## config.mk

```make
export PLATFORM = sky130hd
export DESIGN_NAME = priority_fifo_write_arbiter
export DESIGN_NICKNAME = d
export VERILOG_FILES = /design/src/rtl/priority_fifo_write_arbiter.sv
export SDC_FILE = /design/constraint.sdc
export NUM_CORES = 1
export LEC_CHECK = 0
export ABC_AREA = 1
export CAP_MARGIN = 20
export CORE_ASPECT_RATIO = 1.75
export CORE_MARGIN = 2
export CORE_UTILIZATION = 40
export DETAILED_ROUTE_END_ITERATION = 6
export SETUP_SLACK_MARGIN = 0.2
export SYNTH_ARGS = -nofsm -noshare
export SYNTH_HDL_FRONTEND = slang
export SYNTH_SLANG_ARGS = --single-unit
```

## constraint.sdc

```tcl
create_clock -name clk -period 3.7 [get_ports clk]
set_clock_uncertainty 0.05 [all_clocks]
set_input_delay 0.74 -clock clk [delete_from_list [all_inputs] [get_ports clk]]
set_output_delay 0.74 -clock clk [all_outputs]
set_load 0.005 [all_outputs]
```

## src/rtl/priority_fifo_write_arbiter.sv

```systemverilog
// -----------------------------------------------------------------------------
// priority_fifo_write_arbiter
//
// Shares the single write port of priority_fifo among NUM_REQ producers.
// Arbitration is strict priority between two classes and round-robin within
// the winning class. Each requester has an aging counter. A low-priority
// requester that keeps losing is promoted into the high class once its age
// reaches STARVE_LIMIT. The winning word is captured in a one-entry register
// stage that drives the FIFO write port. That stage holds while the FIFO is
// full.
//
// Ports
//   clk              in   single clock, rising edge
//   reset            in   asynchronous, active-low; clears all state
//   req_valid        in   [NUM_REQ]         requester i has a word pending
//   req_prio         in   [NUM_REQ]         requester i priority (1 = high)
//   req_data         in   [NUM_REQ*DATA_W]  requester i payload at [i*DATA_W +: DATA_W]
//   req_ready        out  [NUM_REQ]         one-hot grant (combinational)
//   fifo_full        in   FIFO full flag
//   fifo_write_en    out  staged word valid (FIFO write_en)
//   fifo_data_in     out  [DATA_W] staged payload
//   fifo_priority_in out  staged effective priority
//   grant_id         out  [clog2(NUM_REQ)] requester whose word is staged
//   promoted         out  staged word was admitted by aging
// -----------------------------------------------------------------------------
module priority_fifo_write_arbiter #(
  parameter  int NUM_REQ      = 4,
  parameter  int DATA_W       = 8,
  parameter  int STARVE_LIMIT = 12,
  localparam int IDX_W        = $clog2(NUM_REQ)
) (
  input  logic                      clk,
  input  logic                      reset,
  input  logic [NUM_REQ-1:0]        req_valid,
  input  logic [NUM_REQ-1:0]        req_prio,
  input  logic [NUM_REQ*DATA_W-1:0] req_data,
  output logic [NUM_REQ-1:0]        req_ready,
  input  logic                      fifo_full,
  output logic                      fifo_write_en,
  output logic [DATA_W-1:0]         fifo_data_in,
  output logic                      fifo_priority_in,
  output logic [IDX_W-1:0]          grant_id,
  output logic                      promoted
);

  localparam int             AGE_W   = 8;
  localparam logic [AGE_W-1:0] AGE_MAX = AGE_W'(STARVE_LIMIT);

  // Output stage and arbitration state
  logic                 wen_q,  wen_d;
  logic [DATA_W-1:0]    data_q, data_d;
  logic                 prio_q, prio_d;
  logic [IDX_W-1:0]     id_q,   id_d;
  logic                 prom_q, prom_d;
  logic [IDX_W-1:0]     last_q, last_d;
  logic [AGE_W-1:0]     age_q [NUM_REQ];
  logic [AGE_W-1:0]     age_d [NUM_REQ];

  // Arbitration signals
  logic                 stage_free;
  logic                 any_valid;
  logic                 grant;
  logic [NUM_REQ-1:0]   eff;
  logic [NUM_REQ-1:0]   hi_valid;
  logic [NUM_REQ-1:0]   cand;
  logic [NUM_REQ-1:0]   onehot;
  logic [IDX_W-1:0]     win_idx;
  logic                 win_found;
  logic [DATA_W-1:0]    win_data;
  logic                 win_eff;
  logic                 win_prio;

  // Effective priority: own priority bit, or promoted by aging.
  always_comb begin
    eff = '0;
    for (int i = 0; i < NUM_REQ; i++) begin
      eff[i] = req_prio[i] | (age_q[i] == AGE_MAX);
    end
  end

  // The stage can accept a new word if it is empty or is being drained this
  // edge. Keeping reset in the grant term forces req_ready low during reset.
  always_comb begin
    stage_free = !wen_q || !fifo_full;
    any_valid  = |req_valid;
    grant      = reset && stage_free && any_valid;
    hi_valid   = req_valid & eff;
    cand       = (|hi_valid) ? hi_valid : req_valid;
  end

  // Round-robin pick: first candidate at or after last_grant+1, wrapping.
  always_comb begin : pick_c
    int base;
    int idx;
    win_idx   = '0;
    win_found = 1'b0;
    base      = int'(last_q) + 1;
    if (base >= NUM_REQ) begin
      base = 0;
    end
    idx = 0;
    for (int k = 0; k < NUM_REQ; k++) begin
      idx = base + k;
      if (idx >= NUM_REQ) begin
        idx = idx - NUM_REQ;
      end
      if (!win_found && cand[IDX_W'(idx)]) begin
        win_found = 1'b1;
        win_idx   = IDX_W'(idx);
      end
    end
  end

  // One-hot grant and the winner's payload / priority attributes.
  always_comb begin
    onehot   = '0;
    win_data = '0;
    win_eff  = 1'b0;
    win_prio = 1'b0;
    for (int i = 0; i < NUM_REQ; i++) begin
      if (win_idx == IDX_W'(i)) begin
        onehot[i] = grant;
        win_data  = req_data[i*DATA_W +: DATA_W];
        win_eff   = eff[i];
        win_prio  = req_prio[i];
      end
    end
  end

  assign req_ready = onehot;

  // Stage next state: load on grant, otherwise empty out once drained.
  always_comb begin
    wen_d  = wen_q;
    data_d = data_q;
    prio_d = prio_q;
    id_d   = id_q;
    prom_d = prom_q;
    last_d = last_q;
    if (grant) begin
      wen_d  = 1'b1;
      data_d = win_data;
      prio_d = win_eff;
      id_d   = win_idx;
      prom_d = win_eff & ~win_prio;
      last_d = win_idx;
    end else if (stage_free) begin
      wen_d  = 1'b0;
    end
  end

  // Aging: only a valid low-priority requester that lost to another grant
  // ages. With no grant (idle or blocked by fifo_full) the age holds.
  always_comb begin
    for (int i = 0; i < NUM_REQ; i++) begin
      age_d[i] = age_q[i];
      if (!req_valid[i] || req_prio[i] || onehot[i]) begin
        age_d[i] = '0;
      end else if (grant && (age_q[i] != AGE_MAX)) begin
        age_d[i] = age_q[i] + AGE_W'(1);
      end
    end
  end

  always_ff @(posedge clk or negedge reset) begin
    if (!reset) begin
      wen_q  <= 1'b0;
      data_q <= '0;
      prio_q <= 1'b0;
      id_q   <= '0;
      prom_q <= 1'b0;
      last_q <= IDX_W'(NUM_REQ - 1);
      for (int i = 0; i < NUM_REQ; i++) begin
        age_q[i] <= '0;
      end
    end else begin
      wen_q  <= wen_d;
      data_q <= data_d;
      prio_q <= prio_d;
      id_q   <= id_d;
      prom_q <= prom_d;
      last_q <= last_d;
      for (int i = 0; i < NUM_REQ; i++) begin
        age_q[i] <= age_d[i];
      end
    end
  end

  assign fifo_write_en    = wen_q;
  assign fifo_data_in     = data_q;
  assign fifo_priority_in = prio_q;
  assign grant_id         = id_q;
  assign promoted         = prom_q;

endmodule

```

# Yosys cells after proc, flatten, opt, wreduce, memory -nomap -nowiden
# Index checks and enable logic that the tools add are counted.
# totals
ff_bits,47
in_bits,43
out_inout_bits,17
word_cells,135
# classes
n_addsub,12
n_lt_le_gt_ge,9
n_eq_ne,11
mux,51
bitwise_logic,7
n_reduce_logical,35
# ops
cell,n
8-bit 2-to-1 mux,12
"8-bit by 1-bit adder with 8-bit output, second input constant",4
"8-bit by 4-bit == test with 1-bit output, second input constant",4
"8-bit by 4-bit inequality test with 1-bit output, second input constant",4
1-bit 2-to-1 mux,25
"2-bit by 4-bit < comparator with 1-bit output, second input constant",4
2-bit 2-to-1 mux,8
"4-bit by 3-bit greater-or-equal comparator with 1-bit output, second input constant",3
2-bit nonzero test,5
1-bit logical AND,9
1-bit zero test,9
1-bit logical OR,9
"3-bit by 2-bit adder with 4-bit output, second input constant",2
1-bit binary-select mux with 2-bit select,4
4-bit OR reduction,2
"2-bit by 1-bit subtractor with 2-bit output, second input constant",4
"3-bit greater-or-equal comparator, second input constant",2
"3-bit by 1-bit adder with 4-bit output, second input constant",1
4-bit bitwise AND,1
"2-bit == test, second input constant",2
4-bit 2-to-1 mux,1
1-bit OR,4
"2-bit by 1-bit adder with 3-bit output, second input constant",1
3-bit 2-to-1 mux,1
4 further kinds,4

# Logic depth before layout (Yosys ltp)
# depth
ltp_word,25
ltp_mapped,23
depth_no_buf,22

# Worst setup path before layout
# No wires, ideal clock.
# synth_timing
path_type,input port to output port
startpoint,input port req_prio[0]
endpoint,output port req_ready[0]
t_arrival_ps,2307
required_time_ps,2910
setup_slack_ps,603
stages,16
n_path_buf,0
path_cell_list,o21bai_2 > nand2_2 > nand2_2 > nor2_8 > nand2_2 > nand3_2 > nand2_1 > nand2_1 > nand2_2 > nor2_4 > nand2_1 > nand2_2 > nand2_4 > nor2_4 > nand2_2 > inv_1
# synth_between
elab_chain_len,19
# synth_lines
item,line,text
from (decl),35,"input logic [NUM_REQ-1:0] req_prio,"
1-bit OR (*),77,eff[i] = req_prio[i] | (age_q[i] == AGE_MAX);
4-bit bitwise AND (*),87,hi_valid = req_valid & eff;
4-bit OR reduction,88,cand = (|hi_valid) ? hi_valid : req_valid;
4-bit 2-to-1 mux (*),88,
1-bit binary-select mux with 2-bit select,107,if (!win_found && cand[IDX_W'(idx)]) begin
1-bit 2-to-1 mux (implied by the code) (2 in series),107,
1-bit 2-to-1 mux,107,
1-bit zero test,107,
(+2 left out),-,
1-bit zero test,107,
1-bit logical AND,107,
1-bit 2-to-1 mux,107,
1-bit zero test,107,
1-bit logical AND,107,
2-bit 2-to-1 mux (*),107,
2-bit zero test (*),121,if (win_idx == IDX_W'(i)) begin
1-bit 2-to-1 mux (*),121,
to (decl),37,"output logic [NUM_REQ-1:0] req_ready,"
# Every way passes the cells marked *; elsewhere a longest branch is shown, timed or not. The select of a mux whose other input is x is not followed.

# Final worst setup path
# layout_timing
startpoint,input port req_prio[1]
endpoint,output port req_ready[0]
# The elaborated chain is that of the path after synthesis.

==> reports/results.txt <==
outcome = completed
worst path arrival time = 2.78 ns
VDD IR max = 0.746 mV
dpl cells = 628
CP max stage delay = 0.25 ns
path type of the worst setup path = input pin to output pin
vias in the first global route = 3330
Least-Margin Pin Slew = 0.613 ns
sequential power share = 0.156
CP cell instances = dlygate4sd2_1 -> o21bai_4 -> nand2_4 -> nand2_4 -> nor2_8 -> nand2_2 -> nand3_2 -> nand2_2 -> nand2_4 -> nand2_4 -> nor2_4 -> nand2_2 -> nand2_2 -> nand2_4 -> buf_6 -> nor2_4 -> nand2_2 -> inv_2 -> buf_2
drt initial violations = 152
PD cells = 869 nW/um^2
Die Span Y = 123 um
Final period util = 0.964
number of max-cap violations = 0
CP bufs+invs = 4
Filler cells = 715
Clock Power Share = 0.114
post-synth top area share = 0.345
Max Slew Vio Count = 0
crit path launch type = input pin
Leak = 2.34 nW
CP max FO = 6
Post-Synth Adder-Cell Area = 0.0345
DRT antenna net count = 0
CP endpoint kind = output pin
Post-Route WL = 9560 um
Synth area leader = dfrtp_1
ANT cells = 0
post-synthesis xor/xnor area fraction = 0.0564
Psw = 2.02 mW
switching share of power = 0.481
Top Ports = 60
Post-Syn Instances = 448
final count of hold timing violations = 0
EDFF count, synth = 0
Vias per Instance = 5.11
clock buffer count from CTS = 5
relative slew slack = 0.592
CP required = 2.91 ns
first-pass GRT wire length = 14900 um
final setup fails = 0
gr usage total = 0.217
Die Footprint = 8920 sq um
CTS tree = built
Yosys reg bits = 47
Net count, final = 623
drt pass-1 iters = 4
syn_nets = 500
Max Buffers Root-to-Sink = 2
post-synthesis mux area share = 0
Yosys Warn Count = 0
CP max stage cell = dlygate4sd2_1
hold_sp = last_q[1]
pin count of the biggest net entering global routing = 48
# hold bufs at CTS = 0
Post-Layout Cell Count = 662
R2R cell count = 23
total power = 4.19 mW
row count = 43
area delta synth->final = 47.8%
core box area = 7910 sq um
RR Startpoint = age_q[1]
count leader, synth = nand2_1
ys async rst share = 1.00
CTS Root Cell = clkbuf_16
I/O Buffers = 59
starting density of the core = 0.412
clock latency on the worst-skew pair = 0.30 ns
initial antenna violation count = 0
post-synthesis simple-gate area fraction = 0.439
clk sink count = 47
fmax = 0.280 GHz
Final min period = 3.57 ns
clock-pin slew on the worst setup and hold paths = 0.06 ns
top cells by count, synth = nand2_1 (133), nor2_1 (57), nand3_1 (47)
Cell variety after synth = 31
Crit path max-delay family = simple AND/OR/NAND/NOR gates
reg2reg setup slack = 0.69 ns
largest family of logic cells by synthesized area = simple AND/OR/NAND/NOR gates
GPL Wtd Cong = 0.885
hold depth = 2
synth top area cells = dfrtp_1 (35%), nand2_1 (15%), nand3_1 (7.2%)
layout cells sized above 1 = 0.276
Critical R2R Capture = age_q[28]
Vias = 3384
drt drc = 0
Synth Flop Type = dfrtp_1
Worst Hold Class = register to register
Remaining Overflow, GRT = 0
P_int = 2.17 mW
final setup TNS = 0 ns
WL per Instance = 14.4 um
unrepaired setup endpoints after global routing = yes
H-tree depth = 2
Syn Std Cell Area = 3260 sq um
Post-DP HPWL = 6770 um
sequential area share after synthesis = 0.361
Compound-Gate Fraction of Synth Area = 0.0495
die width = 72.3 um
syn_area_per_cell = 7.28 sq um
hold endpoint = last_q[1]
Comb pwr share = 0.731
[layout make-up]
type	instances	area [sq um]	share of cell area
clock inverters	2	16.3	0.00337
inverters	39	148	0.0306
repair buffers	123	1060	0.219
flip-flops and latches	47	1180	0.244
clock buffers	6	139	0.0288
well taps	90	113	0.0234
multi-input cells	355	2170	0.450
[cells in the final DEF, fill, tap and decap left out, types with 5 or more instances in the layout]
cell,netlist,final
xor2_1,16,16
nand3_2,6,9
nand3_4,0,8
nand4_1,18,18
nand2_1,133,119
nor2_4,4,6
inv_2,0,9
nand2_2,18,20
dlygate4sd2_1,0,6
o21ai_0,6,5
o21ai_1,8,7
inv_1,38,29
dfrtp_1,45,45
xnor2_1,5,5
nor2_1,57,57
buf_4,1,62
ha_1,9,6
clkdlybuf4s50_1,0,46
nand2_4,4,16
nand3_1,47,36
clkbuf_16,0,5
[tightest hold or removal path, cell delays in order (launching register included)]
cell and delay (ns):
dfstp_2 0.37, nand2_1 0.05, nand2_1 0.05
[worst max-delay path by stage]
stage,from,endpoint,depth (start not counted)
after floorplan,req_prio[0],req_ready[0],16
after global placement,req_prio[3],req_ready[0],18
after detailed placement,req_prio[3],req_ready[3],18
after CTS,age_q[1],req_ready[3],20
after global routing,age_q[1],req_ready[0],21
final,req_prio[1],req_ready[0],19
[power by group through the flow]
stage,Combinational (mW),Clock [mW],Sequential [mW]
final,3.06,0.476,0.654
after floorplan,1.56,0,0.665
after CTS,2.84,0.488,0.652
after global placement,2.46,0,0.662
after global routing,3.35,0.507,0.662
after detailed placement,2.48,0,0.662
[layer usage]
metal  track usage  up-vias  part of all wire  wire (um)
li1              -     1689                 -          -
met1         0.221     1602              0.37       3530
met2         0.410       65              0.57       5430
met3        0.0334       28             0.025        239
met4         0.121        0             0.038        363
met5             0        -                 0          0
[repair_timing]
item / in CTS / in global routing
endpoints found under the setup margin: 4 / 4
cloned: 0 / 0
setup buffers: 15 / 11
pin swaps: 25 / 30
resized for setup: 63 / 32
[cells by family after synthesis]
| logic type | Yosys count |
|---|---|
| AND/OR/NAND/NOR | 300 |
| flip-flops | 47 |
| buffers and inverters | 46 |
| AO/OA/AOI/OAI | 25 |
| XOR/XNOR | 21 |
| adder cells (fa/ha/maj) | 9 |
[sequential cells by signal, summed over array words and instances (netlist names)]
register,cells
age_q,32
fifo_data_in,8
fifo_priority_in,1
fifo_write_en,1
grant_id,2
last_q,2
promoted,1
[stage by stage]
stage                      util  hold WS [ns]  area, sq um  worst slack, ns
final                     0.610         0.423         4820            0.133
after global routing      0.610         0.443         4820          -0.0223
after CTS                 0.582         0.425         4600            0.145
after detailed placement  0.531         0.414         4200           -0.391
after global placement    0.531         0.414         4200           -0.350
after floorplan               -         0.394         3260            0.603
Power figures use the tool's default switching activity.
